`config.mk`:
```
export PLATFORM = sky130hd
export DESIGN_NAME = trap_ctrl_flat
export DESIGN_NICKNAME = d
export VERILOG_FILES = /design/src/rtl/trap_ctrl_if.sv /design/src/rtl/trap_ctrl.sv /design/src/flat_wrapper.sv
export SDC_FILE = /design/constraint.sdc
export NUM_CORES = 1
export LEC_CHECK = 0
export ABC_AREA = 1
export BUFFER_PORTS_ARGS = -buffer_cell sky130_fd_sc_hd__clkbuf_2
export CORE_ASPECT_RATIO = 0.9
export CORE_MARGIN = 3
export CORE_UTILIZATION = 40
export DETAILED_ROUTE_END_ITERATION = 10
export GPL_ROUTABILITY_DRIVEN = 0
export PLACE_DENSITY_LB_ADDON = 0.05
export SKIP_CTS_REPAIR_TIMING = 1
export SYNTH_ARGS = -nofsm -noshare
export SYNTH_HDL_FRONTEND = slang
export SYNTH_SLANG_ARGS = --single-unit
```
`constraint.sdc`:
```
create_clock -name clk -period 3.4 [get_ports clk]
set_input_delay 0.34 -clock clk [delete_from_list [all_inputs] [get_ports clk]]
set_output_delay 0.34 -clock clk [all_outputs]
set_load 0.03 [all_outputs]
```
`src/rtl/trap_ctrl_if.sv`:
```
// Bus between the pipeline/CSR file (master side) and the trap sequencer (slave side).
// Carries trap/MRET requests, the CSR file port and the fetch redirect.
interface trap_ctrl_if;
    logic        trap_req;
    logic [31:0] trap_cause;
    logic [31:0] trap_pc;
    logic [31:0] trap_tval;
    logic        mret_req;
    logic        csr_we;
    logic [11:0] csr_addr;
    logic [31:0] csr_wd;
    logic [31:0] csr_rd;
    logic        busy;
    logic        redirect_valid;
    logic [31:0] redirect_pc;

    modport master (
        output trap_req, trap_cause, trap_pc, trap_tval, mret_req, csr_rd,
        input  csr_we, csr_addr, csr_wd, busy, redirect_valid, redirect_pc
    );

    modport slave (
        input  trap_req, trap_cause, trap_pc, trap_tval, mret_req, csr_rd,
        output csr_we, csr_addr, csr_wd, busy, redirect_valid, redirect_pc
    );
endinterface

```
`src/rtl/trap_ctrl.sv`:
```
// Machine-mode trap entry / MRET sequencer: walks the CSR file one access per cycle,
// saving trap state and updating mstatus, then issues a single-cycle fetch redirect.
module trap_ctrl #(
    parameter logic VECTORED_EN = 1'b1
) (
    input  logic        clk,
    input  logic        rst,
    trap_ctrl_if.slave  bus
);

    localparam logic [3:0] IDLE     = 4'd0;
    localparam logic [3:0] W_MEPC   = 4'd1;
    localparam logic [3:0] W_MCAUSE = 4'd2;
    localparam logic [3:0] W_MTVAL  = 4'd3;
    localparam logic [3:0] R_MSTAT  = 4'd4;
    localparam logic [3:0] W_MSTAT  = 4'd5;
    localparam logic [3:0] R_MTVEC  = 4'd6;
    localparam logic [3:0] R_MEPC   = 4'd7;
    localparam logic [3:0] REDIRECT = 4'd8;

    localparam logic [11:0] ADDR_MSTATUS = 12'h300;
    localparam logic [11:0] ADDR_MTVEC   = 12'h305;
    localparam logic [11:0] ADDR_MEPC    = 12'h341;
    localparam logic [11:0] ADDR_MCAUSE  = 12'h342;
    localparam logic [11:0] ADDR_MTVAL   = 12'h343;

    logic [3:0]  state_q,     state_d;
    logic        is_mret_q,   is_mret_d;
    logic [31:0] cause_q,     cause_d;
    logic [31:0] pc_q,        pc_d;
    logic [31:0] tval_q,      tval_d;
    logic [31:0] mstat_q,     mstat_d;
    logic [31:0] target_q,    target_d;
    logic [31:0] redir_pc_q,  redir_pc_d;

    logic [31:0] mstat_wr;
    logic [31:0] mtvec_base;
    logic [31:0] trap_target;

    // Vectored mode only applies to interrupts; reserved modes 2'b10/2'b11 fall back to direct.
    always_comb begin
        mtvec_base  = {bus.csr_rd[31:2], 2'b00};
        trap_target = mtvec_base;
        if (VECTORED_EN && (bus.csr_rd[1:0] == 2'b01) && cause_q[31]) begin
            trap_target = mtvec_base + {cause_q[29:0], 2'b00};
        end
    end

    always_comb begin
        mstat_wr = mstat_q;
        if (is_mret_q) begin
            mstat_wr[3] = mstat_q[7];
            mstat_wr[7] = 1'b1;
        end else begin
            mstat_wr[7] = mstat_q[3];
            mstat_wr[3] = 1'b0;
        end
        mstat_wr[12:11] = 2'b11;
    end

    always_comb begin
        state_d    = state_q;
        is_mret_d  = is_mret_q;
        cause_d    = cause_q;
        pc_d       = pc_q;
        tval_d     = tval_q;
        mstat_d    = mstat_q;
        target_d   = target_q;
        redir_pc_d = redir_pc_q;
        case (state_q)
            IDLE: begin
                if (bus.trap_req) begin
                    cause_d   = bus.trap_cause;
                    pc_d      = bus.trap_pc;
                    tval_d    = bus.trap_tval;
                    is_mret_d = 1'b0;
                    state_d   = W_MEPC;
                end else if (bus.mret_req) begin
                    is_mret_d = 1'b1;
                    state_d   = R_MSTAT;
                end
            end
            W_MEPC:   state_d = W_MCAUSE;
            W_MCAUSE: state_d = W_MTVAL;
            W_MTVAL:  state_d = R_MSTAT;
            R_MSTAT: begin
                mstat_d = bus.csr_rd;
                state_d = W_MSTAT;
            end
            W_MSTAT:  state_d = is_mret_q ? R_MEPC : R_MTVEC;
            R_MTVEC: begin
                target_d = trap_target;
                state_d  = REDIRECT;
            end
            R_MEPC: begin
                target_d = {bus.csr_rd[31:2], 2'b00};
                state_d  = REDIRECT;
            end
            REDIRECT: begin
                redir_pc_d = target_q;
                state_d    = IDLE;
            end
            default:  state_d = IDLE;
        endcase
    end

    always_comb begin
        bus.csr_we   = 1'b0;
        bus.csr_addr = 12'h000;
        bus.csr_wd   = 32'h0;
        case (state_q)
            W_MEPC: begin
                bus.csr_we   = 1'b1;
                bus.csr_addr = ADDR_MEPC;
                bus.csr_wd   = {pc_q[31:2], 2'b00};
            end
            W_MCAUSE: begin
                bus.csr_we   = 1'b1;
                bus.csr_addr = ADDR_MCAUSE;
                bus.csr_wd   = cause_q;
            end
            W_MTVAL: begin
                bus.csr_we   = 1'b1;
                bus.csr_addr = ADDR_MTVAL;
                bus.csr_wd   = tval_q;
            end
            R_MSTAT:  bus.csr_addr = ADDR_MSTATUS;
            W_MSTAT: begin
                bus.csr_we   = 1'b1;
                bus.csr_addr = ADDR_MSTATUS;
                bus.csr_wd   = mstat_wr;
            end
            R_MTVEC:  bus.csr_addr = ADDR_MTVEC;
            R_MEPC:   bus.csr_addr = ADDR_MEPC;
            default:  ;
        endcase
    end

    // redirect_pc shows the fresh target during REDIRECT and keeps it until the next one.
    always_comb begin
        bus.busy           = (state_q != IDLE);
        bus.redirect_valid = (state_q == REDIRECT);
        bus.redirect_pc    = (state_q == REDIRECT) ? target_q : redir_pc_q;
    end

    always_ff @(posedge clk) begin
        if (!rst) begin
            state_q    <= IDLE;
            is_mret_q  <= 1'b0;
            cause_q    <= 32'h0;
            pc_q       <= 32'h0;
            tval_q     <= 32'h0;
            mstat_q    <= 32'h0;
            target_q   <= 32'h0;
            redir_pc_q <= 32'h0;
        end else begin
            state_q    <= state_d;
            is_mret_q  <= is_mret_d;
            cause_q    <= cause_d;
            pc_q       <= pc_d;
            tval_q     <= tval_d;
            mstat_q    <= mstat_d;
            target_q   <= target_d;
            redir_pc_q <= redir_pc_d;
        end
    end

endmodule

```
`src/flat_wrapper.sv`:
```
// flat-port wrapper written by rule: the top's interface ports become plain ports
module trap_ctrl_flat 
#(
    parameter logic VECTORED_EN = 1'b1
)
  (clk, rst, bus_trap_req, bus_trap_cause, bus_trap_pc, bus_trap_tval, bus_mret_req, bus_csr_rd, bus_csr_we, bus_csr_addr, bus_csr_wd, bus_busy, bus_redirect_valid, bus_redirect_pc);
  trap_ctrl_if bus_i ();
  input  logic clk;
  input  logic rst;
  input wire logic [$bits(bus_i.trap_req)-1:0] bus_trap_req;
  input wire logic [$bits(bus_i.trap_cause)-1:0] bus_trap_cause;
  input wire logic [$bits(bus_i.trap_pc)-1:0] bus_trap_pc;
  input wire logic [$bits(bus_i.trap_tval)-1:0] bus_trap_tval;
  input wire logic [$bits(bus_i.mret_req)-1:0] bus_mret_req;
  input wire logic [$bits(bus_i.csr_rd)-1:0] bus_csr_rd;
  output wire logic [$bits(bus_i.csr_we)-1:0] bus_csr_we;
  output wire logic [$bits(bus_i.csr_addr)-1:0] bus_csr_addr;
  output wire logic [$bits(bus_i.csr_wd)-1:0] bus_csr_wd;
  output wire logic [$bits(bus_i.busy)-1:0] bus_busy;
  output wire logic [$bits(bus_i.redirect_valid)-1:0] bus_redirect_valid;
  output wire logic [$bits(bus_i.redirect_pc)-1:0] bus_redirect_pc;
  assign bus_i.trap_req = bus_trap_req;
  assign bus_i.trap_cause = bus_trap_cause;
  assign bus_i.trap_pc = bus_trap_pc;
  assign bus_i.trap_tval = bus_trap_tval;
  assign bus_i.mret_req = bus_mret_req;
  assign bus_i.csr_rd = bus_csr_rd;
  assign bus_csr_we = bus_i.csr_we;
  assign bus_csr_addr = bus_i.csr_addr;
  assign bus_csr_wd = bus_i.csr_wd;
  assign bus_busy = bus_i.busy;
  assign bus_redirect_valid = bus_i.redirect_valid;
  assign bus_redirect_pc = bus_i.redirect_pc;
  trap_ctrl #(.VECTORED_EN(VECTORED_EN)) u_core (.clk(clk), .rst(rst), .bus(bus_i));
endmodule
```
==> run summary <==
run status -> complete, no violations
most instantiated cells after synthesis -> sky130_fd_sc_hd__nand2_1 (447), sky130_fd_sc_hd__dfxtp_1 (191), sky130_fd_sc_hd__inv_1 (178), sky130_fd_sc_hd__nor2_1 (162), sky130_fd_sc_hd__a21oi_1 (156)
post-synthesis sequential area ratio -> 0.376
Worst path top cell family by delay -> buffers and inverters
fin. max-slew vios -> 0
number of nets in the final layout -> 1,852
CTS Root Cell -> sky130_fd_sc_hd__clkbuf_16
largest fanout of any net on the critical path -> 30
period utilization -> 0.855
core outline area -> 24,600 sq um
Internal Pwr Total -> 4780 uW
Post-Synthesis Mean Instance Area -> 6.64 sq um
maximum number of pins on one net before global-route repair -> 65
Total Routed Length -> 31,800 um
number of DRC violations after detailed routing -> 0
Max transition margin -> 0.264
Hold/Removal Path Class -> primary input to flop
Skew-Pair Late Insertion Delay -> 0.44 ns
number of buffers created by CTS -> 17
antenna violations before repair -> 1
cells on worst reg2reg path -> 12
number of top-level design ports -> 211
clock sink total -> 191
Remaining Overflow, GRT -> 0
routed length per placed instance -> 15.6 um
complex-gate fraction of the synthesized area -> 0.174
Max Cap Viol -> 0
Synthesis Warnings -> 0
count of final hold-check violations -> 0
Filler Cell Count -> 2,761
signal arrival time at the worst endpoint -> 2.57 ns
total of buffers placed on input and output ports -> 202
Post-Synth XOR/XNOR Area -> 0.0121
final cell area excluding filler cells -> 11,900 sq um
cell types occupying the most area after synthesis -> sky130_fd_sc_hd__dfxtp_1 (38%), sky130_fd_sc_hd__nand2_1 (17%), sky130_fd_sc_hd__a21oi_1 (7.7%)
TritonCTS clock tree -> done
TNS Setup -> 0 ns
deepest clock path buffer count -> 2
number of placed cells counting well taps -> 2,007
Vias per Instance -> 4.93
setup repair after global routing missed its margin -> false
die width -> 174 um
Yosys reg bits -> 191
clock period minus worst slack -> 2.91 ns
fraction of registers with async set/reset -> 0
first-pass detailed-route iteration total -> 5
dominant combinational cell family by area after synthesis -> simple AND/OR/NAND/NOR gates
share of power burned in registers -> 0.366
leakage power total -> 0.00594 uW
post-DP HPWL -> 23,800 um
primary flip-flop cell chosen by synthesis mapping -> sky130_fd_sc_hd__dfxtp_1
instance count of the mapped netlist -> 1,532
multiplexer area fraction after synthesis -> 0
delay of the slowest critical-path stage -> 0.52 ns
wire length of the first global-routing pass -> 49,400 um
cell taking the most area after synthesis -> sky130_fd_sc_hd__dfxtp_1
Placement Rows -> 54
upper clock frequency limit -> 344 MHz
critical path depth -> 6
most frequently used cell type in the post-synthesis netlist -> sky130_fd_sc_hd__nand2_1
CP Cell Sequence -> nor2_2, inv_2, nor2_1, inv_1, o2111ai_1, clkbuf_2
clock slew at the register clock pins of the worst setup and hold paths -> 0.08 ns
number of H-tree branching levels -> 4
fraction of the core area covered by cells at the end of the flow -> 0.484
cell area after placement -> 11,300 sq um
vias in the first global route -> 9,154
GR Util All Layers -> 0.228
number of cells on the worst hold path -> 3
synthesis-to-layout area growth -> 17.0%
area fraction of the dominant cell type after synthesis -> 0.376
IR Drop Worst-Case VDD -> 0.397 mV
post-route clock skew -> 0.0164 ns
vertical extent of the die -> 157 um
sequential standard cell area -> 3820 sq um
Max stage delay cell, worst path -> sky130_fd_sc_hd__inv_1
power dissipated by switching net loads -> 3740 uW
share of total power in combinational logic -> 0.401
initial cell density of the core -> 0.413
Multi-input gate area -> 5240 sq um
via count -> 10,000
share of total power in the clock network -> 0.233
WS Path Type -> flop to output port
Worst Path Required -> 3.06 ns
count of buffering cells on the critical path with inverters included -> 3
switching fraction of total power -> 0.439
number of flops mapped to enable cells by yosys -> 0
total power per unit cell area -> 716 nW/um^2
share of synthesized cell area in and, or, nand and nor gates -> 0.289
share of layout cells above drive strength 1 -> 0.184
area of the mapped netlist -> 10,200 sq um
number of diodes added for antenna fixing -> 0
count of placed standard cells in the final layout, fillers left out -> 2,038
sort of element at the end of the critical path -> output port
fraction of the mapped netlist area in adder cells -> 0.0377
setup violation total in the final timing report -> 0
residual antenna-violating net count after detailed routing -> 0
element type at the critical path start -> flop
violation count after the first detailed-route iteration -> 705
distinct cell type count of the synthesized netlist -> 43
slew of the pin with the lowest slew margin -> 1.10 ns
total die area -> 27,400 sq um
area by class of cell:
cell class	count	area share
multi-input cells	1078	0.441
flip-flops and latches	191	0.321
repair buffers	216	0.0959
inverters	186	0.0588
clock buffers	17	0.0358
well taps	336	0.0353
clock inverters	14	0.0121
layer usage:
| metal | wire [um] | global-route usage | up-vias |
|---|---|---|---|
| li1 | - | - | 5171 |
| met1 | 14600 | 0.302 | 4548 |
| met2 | 14800 | 0.382 | 276 |
| met3 | 1580 | 0.0398 | 41 |
| met4 | 732 | 0.0689 | 2 |
| met5 | 20 | 0 | - |
worst min-delay path, cell delays in order:
cell and delay (ns):
sky130_fd_sc_hd__clkbuf_2 0.08, sky130_fd_sc_hd__nand2_1 0.05, sky130_fd_sc_hd__a21oi_1 0.05
path summary, 6_finish.rpt:
| kind | slack (ns) | to | start |
|---|---|---|---|
| worst max-delay path | 0.49 | bus_csr_wd[21] | u_core.state_q[2] |
| worst min-delay path | 0.12 | u_core.pc_q[7] | bus_trap_pc[7] |
| worst max register to register | 1.11 | u_core.target_q[24] | u_core.cause_q[0] |
| worst min register to register | 0.45 | u_core.redir_pc_q[0] | u_core.redir_pc_q[0] |
power groups by stage:
stage | logic, uW | registers, uW | clock network (uW)
2_1_floorplan | 2600 | 3030 | 0
3_3_place_gp | 3370 | 3160 | 0
3_5_place_dp | 3410 | 3170 | 0
4_1_cts | 3420 | 3120 | 2030
5_1_grt | 3830 | 3180 | 2120
6_report | 3410 | 3120 | 1980
cell families (layout without fill, tap and decap cells):
logic type	Yosys count	count (layout)
other cells	1	6
simple gates	714	714
compound gates	314	314
buf+inv	268	433
fa+ha+maj	30	30
flops	191	191
xor+xnor	14	14
registers in the layout, indices dropped and copies added, names as in the netlist:
| name | flops |
|---|---|
| u_core.cause_q | 32 |
| u_core.state_q | 4 |
| u_core.mstat_q | 30 |
| u_core.is_mret_q | 1 |
| u_core.tval_q | 32 |
| u_core.redir_pc_q | 32 |
| u_core.pc_q | 30 |
| u_core.target_q | 30 |
cell usage in the layout (no fill, tap or decap), drive strengths merged, types with 3 or more instances in the layout:
master,count
a21oi,157
and2,3
buf,14
clkbuf,219
clkinv,7
conb,6
dfxtp,191
ha,29
inv,191
nand2,453
nand3,46
nand4,3
nor2,167
nor3,10
o2111ai,28
o211ai,6
o21ai,112
o21bai,3
or2,30
xnor2,4
xor2,10
metrics by stage:
| stage | power (uW) | hold slack (ns) | worst slack (ns) |
|---|---|---|---|
| after CTS | 8580 | 0.102 | 0.432 |
| after global routing | 9130 | 0.101 | 0.319 |
| after global placement | 6530 | 0.433 | 0.900 |
| after floorplan | 5630 | 0.425 | 1.34 |
| final | 8510 | 0.116 | 0.493 |
| after detailed placement | 6580 | 0.438 | 0.910 |
Power figures use the tool's default switching activity.
